[src/rtl/uart_pkg.sv]
// Shared state encodings and line constants for the FIFO-draining UART transmitter.
package uart_pkg;

  localparam logic [2:0] IDLE_ENC  = 3'd0;
  localparam logic [2:0] FETCH_ENC = 3'd1;
  localparam logic [2:0] LOAD_ENC  = 3'd2;
  localparam logic [2:0] START_ENC = 3'd3;
  localparam logic [2:0] DATA_ENC  = 3'd4;
  localparam logic [2:0] STOP_ENC  = 3'd5;

  typedef enum logic [2:0] {
    IDLE  = IDLE_ENC,
    FETCH = FETCH_ENC,
    LOAD  = LOAD_ENC,
    START = START_ENC,
    DATA  = DATA_ENC,
    STOP  = STOP_ENC
  } uart_state_e;

  localparam int   DEFAULT_CLKS_PER_BIT = 868;
  localparam logic LINE_IDLE            = 1'b1;

endpackage

[src/rtl/uart_tx_fifo_drain_if.sv]
// Pop handshake between the transmit FIFO and the UART transmitter.
interface uart_tx_fifo_drain_if #(
  parameter int WIDTH = 8
);

  logic             fifo_rd;
  logic             fifo_empty;
  logic [WIDTH-1:0] fifo_data;

  modport master (output fifo_rd, input fifo_empty, input fifo_data);
  modport slave  (input fifo_rd, output fifo_empty, output fifo_data);

endinterface

[src/rtl/uart_baud_cnt.sv]
// Bit-period counter: counts 0..CLKS_PER_BIT-1, flags the last cycle of each bit.
module uart_baud_cnt
  import uart_pkg::*;
#(
  parameter  int CLKS_PER_BIT = DEFAULT_CLKS_PER_BIT,
  localparam int CW           = $clog2(CLKS_PER_BIT)
) (
  input  logic          sys_clk,
  input  logic          rst_n,
  input  logic          clear,
  input  logic          enable,
  output logic          bit_end,
  output logic [CW-1:0] count
);

  localparam logic [CW-1:0] LAST = CW'(CLKS_PER_BIT - 1);
  localparam logic [CW-1:0] ONE  = CW'(1);
  localparam logic [CW-1:0] ZERO = CW'(0);

  logic [CW-1:0] count_r;

  // Period counter; clear wins so every state starts its first bit at zero.
  always_ff @(posedge sys_clk or negedge rst_n) begin
    if (!rst_n) begin
      count_r <= ZERO;
    end else if (clear) begin
      count_r <= ZERO;
    end else if (enable) begin
      if (count_r == LAST) begin
        count_r <= ZERO;
      end else begin
        count_r <= count_r + ONE;
      end
    end else begin
      count_r <= count_r;
    end
  end

  assign bit_end = enable && (count_r == LAST);
  assign count   = count_r;

endmodule

[src/rtl/uart_tx_fifo_drain.sv]
// UART 8N1-style transmitter that pops bytes from the transmit FIFO and shifts them out LSB first.
module uart_tx_fifo_drain
  import uart_pkg::*;
#(
  parameter int WIDTH        = 8,
  parameter int CLKS_PER_BIT = DEFAULT_CLKS_PER_BIT,
  parameter int STOP_BITS    = 1
) (
  input  logic                 sys_clk,
  input  logic                 rst_n,
  input  logic                 EN,
  uart_tx_fifo_drain_if.master fifo,
  output logic                 tx,
  output logic                 busy,
  output logic                 tx_done
);

  if (STOP_BITS < 1 || STOP_BITS > 2 || CLKS_PER_BIT < 2) begin : g_bad_params
    $error("uart_tx_fifo_drain: STOP_BITS must be 1..2 and CLKS_PER_BIT at least 2");
  end

  localparam int BW = $clog2(WIDTH) + 1;
  localparam int CW = $clog2(CLKS_PER_BIT);

  localparam logic [BW-1:0] LAST_DATA = BW'(WIDTH - 1);
  localparam logic [BW-1:0] LAST_STOP = BW'(STOP_BITS - 1);
  localparam logic [BW-1:0] BIT_ONE   = BW'(1);
  localparam logic [BW-1:0] BIT_ZERO  = BW'(0);
  localparam logic [CW-1:0] PRE_LAST  = CW'(CLKS_PER_BIT - 2);

  uart_state_e      state_r, state_s;
  logic [WIDTH-1:0] shift_r, shift_s;
  logic [BW-1:0]    bit_cnt_r, bit_cnt_s;
  logic             tx_r, tx_s;
  logic             busy_r, done_r, done_s, rd_r;
  logic             bit_end_s, baud_en_s, baud_clr_s;
  logic [CW-1:0]    baud_cnt_s;

  assign baud_en_s  = (state_r == START) || (state_r == DATA) || (state_r == STOP);
  assign baud_clr_s = (state_s != state_r);

  uart_baud_cnt #(.CLKS_PER_BIT(CLKS_PER_BIT)) u_baud (
    .sys_clk (sys_clk),
    .rst_n   (rst_n),
    .clear   (baud_clr_s),
    .enable  (baud_en_s),
    .bit_end (bit_end_s),
    .count   (baud_cnt_s)
  );

  // Next-state, shift register, bit counter and next line level.
  always_comb begin
    state_s   = state_r;
    shift_s   = shift_r;
    bit_cnt_s = bit_cnt_r;
    done_s    = 1'b0;
    tx_s      = LINE_IDLE;
    case (state_r)
      IDLE: begin
        if (EN && !fifo.fifo_empty) state_s = FETCH;
        else                        state_s = IDLE;
      end
      FETCH: state_s = LOAD;
      LOAD: begin
        shift_s = fifo.fifo_data;
        state_s = START;
      end
      START: begin
        if (bit_end_s) state_s = DATA;
        else           state_s = START;
      end
      DATA: begin
        if (bit_end_s) begin
          if (bit_cnt_r == LAST_DATA) begin
            state_s = STOP;
          end else begin
            bit_cnt_s = bit_cnt_r + BIT_ONE;
            shift_s   = {1'b0, shift_r[WIDTH-1:1]};
          end
        end else begin
          state_s = DATA;
        end
      end
      STOP: begin
        // tx_done is registered, so arm it one cycle before the final stop cycle.
        done_s = (bit_cnt_r == LAST_STOP) && (baud_cnt_s == PRE_LAST);
        if (bit_end_s) begin
          if (bit_cnt_r == LAST_STOP) begin
            if (EN && !fifo.fifo_empty) state_s = FETCH;
            else                        state_s = IDLE;
          end else begin
            bit_cnt_s = bit_cnt_r + BIT_ONE;
          end
        end else begin
          state_s = STOP;
        end
      end
      default: state_s = IDLE;
    endcase

    if (state_s != state_r) bit_cnt_s = BIT_ZERO;
    else                    bit_cnt_s = bit_cnt_s;

    case (state_s)
      START:   tx_s = 1'b0;
      DATA:    tx_s = shift_s[0];
      default: tx_s = LINE_IDLE;
    endcase
  end

  // State and output registers; reset forces the line idle immediately.
  always_ff @(posedge sys_clk or negedge rst_n) begin
    if (!rst_n) begin
      state_r   <= IDLE;
      shift_r   <= {WIDTH{1'b0}};
      bit_cnt_r <= BIT_ZERO;
      tx_r      <= LINE_IDLE;
      busy_r    <= 1'b0;
      done_r    <= 1'b0;
      rd_r      <= 1'b0;
    end else begin
      state_r   <= state_s;
      shift_r   <= shift_s;
      bit_cnt_r <= bit_cnt_s;
      tx_r      <= tx_s;
      busy_r    <= (state_s != IDLE);
      done_r    <= done_s;
      rd_r      <= (state_s == FETCH);
    end
  end

  assign tx           = tx_r;
  assign busy         = busy_r;
  assign tx_done      = done_r;
  assign fifo.fifo_rd = rd_r;

endmodule

[src/flat_wrapper.sv]
// flat-port wrapper written by rule: the top's interface ports become plain ports
module uart_tx_fifo_drain_flat import uart_pkg::*;
#(
  parameter int WIDTH        = 8,
  parameter int CLKS_PER_BIT = DEFAULT_CLKS_PER_BIT,
  parameter int STOP_BITS    = 1
)
  (sys_clk, rst_n, EN, tx, busy, tx_done, fifo_fifo_rd, fifo_fifo_empty, fifo_fifo_data);
  uart_tx_fifo_drain_if #(.WIDTH(WIDTH)) fifo_i ();
  input  logic sys_clk;
  input  logic rst_n;
  input  logic EN;
  output logic tx;
  output logic busy;
  output logic tx_done;
  output wire logic [$bits(fifo_i.fifo_rd)-1:0] fifo_fifo_rd;
  input wire logic [$bits(fifo_i.fifo_empty)-1:0] fifo_fifo_empty;
  input wire logic [$bits(fifo_i.fifo_data)-1:0] fifo_fifo_data;
  assign fifo_fifo_rd = fifo_i.fifo_rd;
  assign fifo_i.fifo_empty = fifo_fifo_empty;
  assign fifo_i.fifo_data = fifo_fifo_data;
  uart_tx_fifo_drain #(.WIDTH(WIDTH), .CLKS_PER_BIT(CLKS_PER_BIT), .STOP_BITS(STOP_BITS)) u_core (.sys_clk(sys_clk), .rst_n(rst_n), .EN(EN), .fifo(fifo_i), .tx(tx), .busy(busy), .tx_done(tx_done));
endmodule
[config.mk]
export PLATFORM = sky130hd
export DESIGN_NAME = uart_tx_fifo_drain_flat
export DESIGN_NICKNAME = d
export VERILOG_FILES = /design/src/rtl/uart_pkg.sv /design/src/rtl/uart_tx_fifo_drain_if.sv /design/src/rtl/uart_baud_cnt.sv /design/src/rtl/uart_tx_fifo_drain.sv /design/src/flat_wrapper.sv
export SDC_FILE = /design/constraint.sdc
export NUM_CORES = 1
export LEC_CHECK = 0
export ABC_AREA = 1
export BUFFER_PORTS_ARGS = -buffer_cell sky130_fd_sc_hd__buf_4
export CORE_MARGIN = 3
export CORE_UTILIZATION = 40
export CTS_BUF_LIST = sky130_fd_sc_hd__clkbuf_4 sky130_fd_sc_hd__clkbuf_8
export DETAILED_ROUTE_END_ITERATION = 8
export GPL_TIMING_DRIVEN = 0
export SETUP_SLACK_MARGIN = 0.2
export SLEW_MARGIN = 20
export SYNTH_ARGS = -nofsm -noshare
export SYNTH_HDL_FRONTEND = slang
export SYNTH_SLANG_ARGS = --single-unit
[constraint.sdc]
create_clock -name sys_clk -period 2.2 [get_ports sys_clk]
set_input_delay 0 -clock sys_clk [delete_from_list [all_inputs] [get_ports sys_clk]]
set_output_delay 0 -clock sys_clk [all_outputs]
set_load 0.05 [all_outputs]
* After elaboration in Yosys (flattened, before gate mapping)
Index checks and enable logic that the tools add are counted.
W data, S select, Z words.
** Word-level totals
- Latch bits :: 0
- Memories :: 0
- Register bits after elaboration :: 29
- Logic and storage cells :: 64
- Output and inout port bits :: 4
- Input port bits :: 12
- Bits in read-only memories :: 0
- RAM bits :: 0
** Cells by class
- Reductions and logical operators :: 14
- $add $sub $neg :: 2
- Divide/modulo/power cells :: 0
- Bitwise gates (word level) :: 0
- Equality and inequality tests :: 18
- Multiplexer cells :: 21
- Shift-type cells :: 0
- $lt $le $gt $ge :: 0
- $mul :: 0
** Operators with widths (number)
- $mux W10 :: 3
- $eq A10 B10 Y1 const B :: 2
- $mux W4 :: 5
- $pmux W3 S6 :: 1
- $mux W8 :: 2
- $pmux W8 S2 :: 1
- $mux W3 :: 5
- $add A10 B1 Y10 const B :: 1
- $eq A3 B2 Y1 const B :: 3
- $eq A3 B3 Y1 const B :: 3
- $pmux W4 S2 :: 1
- $eq A3 B1 Y1 const B :: 2
- $ne A3 B1 Y1 const B :: 2
- $ne A3 B2 Y1 const B :: 2
- $reduce_bool A3 Y1 :: 2
- $reduce_and A5 Y1 :: 1
- $add A4 B1 Y4 const B :: 1
- $eq A4 B3 Y1 const B :: 1
- $logic_not A4 Y1 :: 1
- $reduce_bool A2 Y1 :: 2
- $logic_and A1 B1 Y1 :: 3
- $logic_not A3 Y1 :: 1
- $ne A3 B3 Y1 :: 1
- $reduce_and A3 Y1 :: 1
- other kinds (6) :: 8

* Depth between registers and ports, before layout
- Word-level depth :: 9
- Mapped depth :: 13
- Depth with buffers taken out :: 12

* Modules after synthesis
A second synthesis with hierarchy kept.
** Second synthesis, totals
- Cells, all modules :: 222
- Area total of the unflattened synthesis :: 1714.1 um2
** By module, submodules not included
- uart_tx_fifo_drain :: seq. area each 476.7 um2, cells an instance 138, times used 1, area each 1098.6 um2
- uart_baud_cnt :: seq. area each 250.2 um2, cells an instance 84, times used 1, area each 615.6 um2

* Worst setup path after synthesis
OpenSTA, ideal clock, no wires.
- Path kind :: flip-flop to flip-flop
- Start :: register u_core.u_baud.count_r[1] (netlist: u_core.u_baud.count[1])
- End :: register u_core.u_baud.count_r[0] (netlist: u_core.u_baud.count[0])
- Slack :: 542 ps
- Stages on the path, launching flop included :: 12
- Arrival time :: 1531 ps
- Path buffers :: 1
- Period minus slack after synthesis :: 1658 ps
- Setup time :: 128 ps
- Required time :: 2072 ps
- Path through :: dfrtp_1 > ha_1 > nand2_2 > nor2_2 > nand2_2 > nand2_2 > nand2_4 > nor2_4 > nand3_1 > nand3_4 > buf_12 > nor2_4
** Between the ends
- Longest elaborated chain between the ends :: 6
- Elaborated cells between the ends (all ways) :: 11
- Classes of those cells :: eq/ne (2); mux (7); reduce/logical (2)
** RTL lines
- start: declaration :: line uart_baud_cnt.sv:20 : logic [CW-1:0] count_r;
- start signal: assignment :: line uart_baud_cnt.sv:32 : count_r <= count_r + ONE;
- start signal: assignment :: line uart_baud_cnt.sv:35 : count_r <= count_r;
- $eq A10 B10 Y1 (*) :: line uart_baud_cnt.sv:29, uart_baud_cnt.sv:39
- $logic_and A1 B1 Y1 :: line uart_baud_cnt.sv:39 : assign bit_end = enable && (count_r == LAST);
- $mux W3, on equally long branches :: line uart_tx_fifo_drain.sv:87, uart_tx_fifo_drain.sv:69, uart_tx_fifo_drain.sv:73
- $pmux W3 S6 :: line uart_tx_fifo_drain.sv:58 : case (state_r)
- $ne A3 B3 Y1 :: line uart_tx_fifo_drain.sv:40 : assign baud_clr_s = (state_s != state_r);
- $mux W10 or $reduce_bool A2 Y1 (tied branches)
Mark *: on every way between the ends. The rest lies on a longest branch, timed or not. The select of a mux whose other input is x is not followed.
A chain may end at the register's enable or synchronous reset.

* Worst setup path in the final report
- Start :: register u_core.u_baud.count_r[2] (netlist: u_core.u_baud.count[2])
- End :: register u_core.bit_cnt_r[2]
** Between the ends
- Longest elaborated chain between the ends :: 7
- Elaborated cells between the ends (all ways) :: 14
- Classes of those cells :: eq/ne (6); mux (5); reduce/logical (3)
** RTL lines
- $eq A10 B10 Y1 (*) :: line uart_baud_cnt.sv:39
- $logic_and A1 B1 Y1 (*) :: line uart_baud_cnt.sv:39
- $mux W3, on equally long branches :: line uart_tx_fifo_drain.sv:87, uart_tx_fifo_drain.sv:69, uart_tx_fifo_drain.sv:73
- $pmux W3 S6 :: line uart_tx_fifo_drain.sv:58
- $ne A3 B3 Y1 :: line uart_tx_fifo_drain.sv:101 : if (state_s != state_r) bit_cnt_s = BIT_ZERO;
- $ne A3 B1 Y1 (no source line) (tied with other cells)
- $reduce_and A5 Y1 (no source line)
- end signal: assignment :: line uart_tx_fifo_drain.sv:124 : bit_cnt_r <= bit_cnt_s;
- end: declaration :: line uart_tx_fifo_drain.sv:33 : logic [BW-1:0] bit_cnt_r, bit_cnt_s;
Mark *: on every way between the ends. The rest lies on a longest branch, timed or not.

==> out/qor.log <==
qor: status.run_status finished, final reports clean
qor: cts.max-clock-path-buffers 2
qor: timing.finalHoldViolations 0
qor: power_and_ir_drop.power.ir.vdd_worst 0.4381 mV
qor: detailed_routing.post_drt_via_cell_ratio 4.850
qor: floorplan.ioPinCount 16
qor: global_routing.grt_overflow_total 0
qor: worst_setup_path.timing.critical_path.to_type flop
qor: worst_setup_path.worst-r2r-setup-slack 0.40 ns
qor: global_routing.grt_max_degree 30
qor: worst_setup_path.critPathRequiredTime 2.37 ns
qor: hold_path.hold_path_startpoint fifo_fifo_empty
qor: layout.number_of_antenna_diodes 0
qor: synth.postSynthNetCount 227
qor: placement.hpwlAfterDp 2472 um
qor: worst_setup_path.critical_setup_path_class flop to flop
qor: synth.synth_area_per_cell 8.592 um^2
qor: cts.clock_latency 0.28 ns
qor: synth.warnings_from_yosys 0
qor: global_routing.number_of_global_route_vias_before_repair 1,382
qor: floorplan.placeable_core_region 4173 um^2
qor: hold_path.holdCritPathClass primary input to flop
qor: layout.layout.nets 258
qor: layout.final_core_utilization 0.5229
qor: hold_path.whs_path_depth 6
qor: power_and_ir_drop.power_density 495.6 nW/um^2
qor: synth.ys_seq_elements 29
qor: worst_setup_path.timing.critical_path.from u_core.u_baud.count[2]
qor: detailed_routing.route.vias.total 1,421
qor: floorplan.die_height 73.33 um
qor: detailed_routing.routed_wirelength 3392 um
qor: detailed_routing.routed_wire_length_per_instance 11.58 um
qor: cts.numCtsBuffers 5
qor: layout.area.growth.synth_to_final 20.36%
qor: worst_setup_path.rr_worst_depth 8
qor: synth.netlist-cell-type-count 33
qor: synth.post_synth_design_cell_area 1813 um^2
qor: worst_setup_path.worst-path-max-fanout 6
qor: worst_setup_path.setup.worst_path.start_class flop
qor: synth.synth_cells 211
qor: placement.gp_routability_congestion 0.8035
qor: cts.cts_tree built
qor: timing.final_setup_vio_count 0
qor: timing.fmax 556.6 MHz
qor: layout.layout.filler_cells 406
qor: floorplan.num_rows 23
qor: detailed_routing.number_of_optimization_iterations_in_the_first_detailed_route_pass 4
qor: cts.cts.repair_timing.setup_buffer_count 0
qor: detailed_routing.dr.first_iter.drc_count 67
qor: placement.numPortBuffers 15
qor: cts.clk_transition_reported_paths 0.06 ns
qor: detailed_routing.drt.antenna.violating_nets 0
qor: run.maxCapViolations 0
qor: detailed_routing.post-route-drc-count 0
qor: timing.worstMarginPinSlew 0.3821 ns
qor: global_routing.grt_usage 0.1515
qor: worst_setup_path.reg2reg_from u_core.u_baud.count[2]
qor: floorplan.starting_utilization_of_the_core_area 0.4345
qor: timing.clock_period_minus_final_worst_setup_slack 1.797 ns
qor: cts.clock_tree.htree_level_count 2
qor: floorplan.floorplan_die_area 5377 um^2
qor: timing.worst_clock_skew 0.001514 ns
qor: timing.timing.slew.headroom 0.7453
qor: layout.drive_gt1_frac 0.3045
qor: timing.timing.final.max_slew_violations 0
qor: power_and_ir_drop.power.static_leakage 0.001025 uW
qor: cts.cts.root.buffer_cell sky130_fd_sc_hd__clkbuf_8
qor: timing.finalSetupTns 0 ns
qor: synth.yosysSeqAreaShare 0.4010
qor: cts.cts.sinks 29
qor: worst_setup_path.critical_path_arrival 1.97 ns
qor: global_routing.number_of_antenna_violations_at_the_first_check_in_global_routing 0
qor: timing.grt_setup_unrepaired false
qor: timing.finalCritPeriodShare 0.8166
qor: global_routing.grt_pass1_wl 6182 um
qor: floorplan.dieWidth 73.33 um
-- per-layer routing --
metal  GRT usage  vias to the layer above  wire [um]
met5           0                        -          0
met4     0.05433                        0         53
met3     0.05335                        4        103
met2      0.2254                       14       1526
met1      0.2038                      656       1708
li1            -                      747          -
-- path summary, 6_finish.rpt --
kind / end
min reg2reg: u_core.shift_r[0]
max reg2reg: u_core.bit_cnt_r[2]
min: u_core.state_r[0]
max in group asynchronous: u_core.tx
min in group asynchronous: u_core.shift_r[6]
max: u_core.bit_cnt_r[2]
-- what timing repair did --
item / 4_1_cts / 5_1_grt
gates resized for setup: 0 / 2
endpoints found under the setup margin: 0 / 10
hold buffers: 9 / 0
hold endpoints to repair: 37 / 0
-- per-stage QoR --
| step | instances | setup WS [ns] | cell area [um^2] | total power [uW] | hold WS, ns |
|---|---|---|---|---|---|
| 5_1_grt | 293 | 0.2483 | 2182 | 1130 | 0.1647 |
| 3_3_place_gp | 276 | 0.3408 | 1988 | 589.5 | -0.04958 |
| 3_5_place_dp | 276 | 0.3343 | 1988 | 590.2 | -0.04899 |
| 2_1_floorplan | 211 | 0.5418 | 1813 | 562.2 | -0.2956 |
| 4_1_cts | 293 | 0.3288 | 2180 | 1100 | 0.1333 |
| 6_report | 293 | 0.4034 | 2182 | 1082 | 0.1382 |
-- power breakdown --
| part | leakage [uW] | total [uW] | switching [uW] | internal, uW |
|---|---|---|---|---|
| Combinational | 0.000627 | 49.1 | 21.2 | 28.0 |
| Sequential | 0.000344 | 543 | 1.96 | 541 |
| Clock | 0.0000542 | 490 | 207 | 282 |
| Total | 0.00103 | 1080 | 230 | 851 |
-- cell usage in the layout, fill, tap and decap left out, types with 2 or more instances in the layout --
cell type	instances
sky130_fd_sc_hd__nor2_2	3
sky130_fd_sc_hd__o221ai_1	6
sky130_fd_sc_hd__xor2_1	3
sky130_fd_sc_hd__inv_2	10
sky130_fd_sc_hd__nand2_2	9
sky130_fd_sc_hd__o21ai_1	4
sky130_fd_sc_hd__dfrtp_1	28
sky130_fd_sc_hd__ha_1	3
sky130_fd_sc_hd__nand3_1	16
sky130_fd_sc_hd__inv_1	25
sky130_fd_sc_hd__nand2_4	4
sky130_fd_sc_hd__nor2_1	19
sky130_fd_sc_hd__clkbuf_8	7
sky130_fd_sc_hd__nor2_4	14
sky130_fd_sc_hd__a21oi_1	5
sky130_fd_sc_hd__nand4_1	3
sky130_fd_sc_hd__nand2_1	33
sky130_fd_sc_hd__dlygate4sd3_1	9
sky130_fd_sc_hd__a21o_1	2
sky130_fd_sc_hd__nor3_1	7
sky130_fd_sc_hd__o21ai_0	2
sky130_fd_sc_hd__buf_4	15
-- flip-flops by register name, summed over array words and instances, names as in the netlist --
register             cells
u_core.bit_cnt_r         4
u_core.shift_r           8
u_core.tx                1
u_core.fifo.fifo_rd      1
u_core.state_r           3
u_core.u_baud.count     10
u_core.busy              1
u_core.tx_done           1
-- area by class of cell --
cell class	count	area [um^2]	area share
repair buffers	24	202.7	0.09289
plain buffers	3	36.28	0.01663
inverters	35	131.4	0.06021
clock inverters	1	5.005	0.002294
clock buffers	7	96.34	0.04415
flip-flops and latches	29	726.9	0.3331
well taps	50	62.56	0.02867
multi-input cells	144	920.9	0.4220
-- cells in the mapped netlist --
master,number,share of area
sky130_fd_sc_hd__dfstp_2,1,0.014
sky130_fd_sc_hd__nand2_1,33,0.068
sky130_fd_sc_hd__nand4_1,3,0.010
sky130_fd_sc_hd__buf_2,1,0.0028
sky130_fd_sc_hd__nand3_1,16,0.044
sky130_fd_sc_hd__nand3_4,1,0.0097
sky130_fd_sc_hd__nand3_2,1,0.0055
sky130_fd_sc_hd__buf_12,1,0.011
sky130_fd_sc_hd__nor3_1,7,0.019
sky130_fd_sc_hd__inv_2,10,0.021
sky130_fd_sc_hd__nand2_2,9,0.031
sky130_fd_sc_hd__buf_6,1,0.0062
sky130_fd_sc_hd__ha_1,4,0.028
sky130_fd_sc_hd__o22ai_1,1,0.0035
sky130_fd_sc_hd__inv_1,25,0.052
sky130_fd_sc_hd__a21o_1,2,0.0083
sky130_fd_sc_hd__nor2_1,19,0.039
sky130_fd_sc_hd__nand2_4,4,0.025
sky130_fd_sc_hd__a21oi_4,1,0.0090
sky130_fd_sc_hd__o21ai_0,3,0.0083
sky130_fd_sc_hd__a21oi_1,5,0.014
sky130_fd_sc_hd__nand4_4,1,0.012
sky130_fd_sc_hd__o211ai_2,1,0.0069
sky130_fd_sc_hd__a31o_2,1,0.0048
sky130_fd_sc_hd__nor4_1,1,0.0035
sky130_fd_sc_hd__dfrtp_1,28,0.39
sky130_fd_sc_hd__o221ai_1,6,0.029
sky130_fd_sc_hd__o21ai_1,3,0.0083
sky130_fd_sc_hd__nor2_2,3,0.010
sky130_fd_sc_hd__o21bai_1,1,0.0041
sky130_fd_sc_hd__xor2_1,3,0.014
sky130_fd_sc_hd__nor2_4,14,0.087
sky130_fd_sc_hd__a31oi_1,1,0.0035
-- cell families (layout without fill, tap and decap cells) --
logic type      Yosys count  in the layout  synth area share
compound gates           25             25           0.09938
xor+xnor                  3              3           0.01450
fa+ha+maj                 4              4           0.02761
buf+inv                  38             70           0.09248
flops                    29             29            0.4010
simple gates            112            112            0.3651
-- critical path, stage by stage, from the launching register on --
cell and delay [ns]:
sky130_fd_sc_hd__dfrtp_1 0.44, sky130_fd_sc_hd__nor2_2 0.20, sky130_fd_sc_hd__nand3_2 0.12, sky130_fd_sc_hd__nor2_4 0.17, sky130_fd_sc_hd__nand2_2 0.16, sky130_fd_sc_hd__a21oi_4 0.22
sky130_fd_sc_hd__nand2_1 0.09, sky130_fd_sc_hd__xor2_1 0.23, sky130_fd_sc_hd__nor2_4 0.05
(Power assumes the default switching activity.)
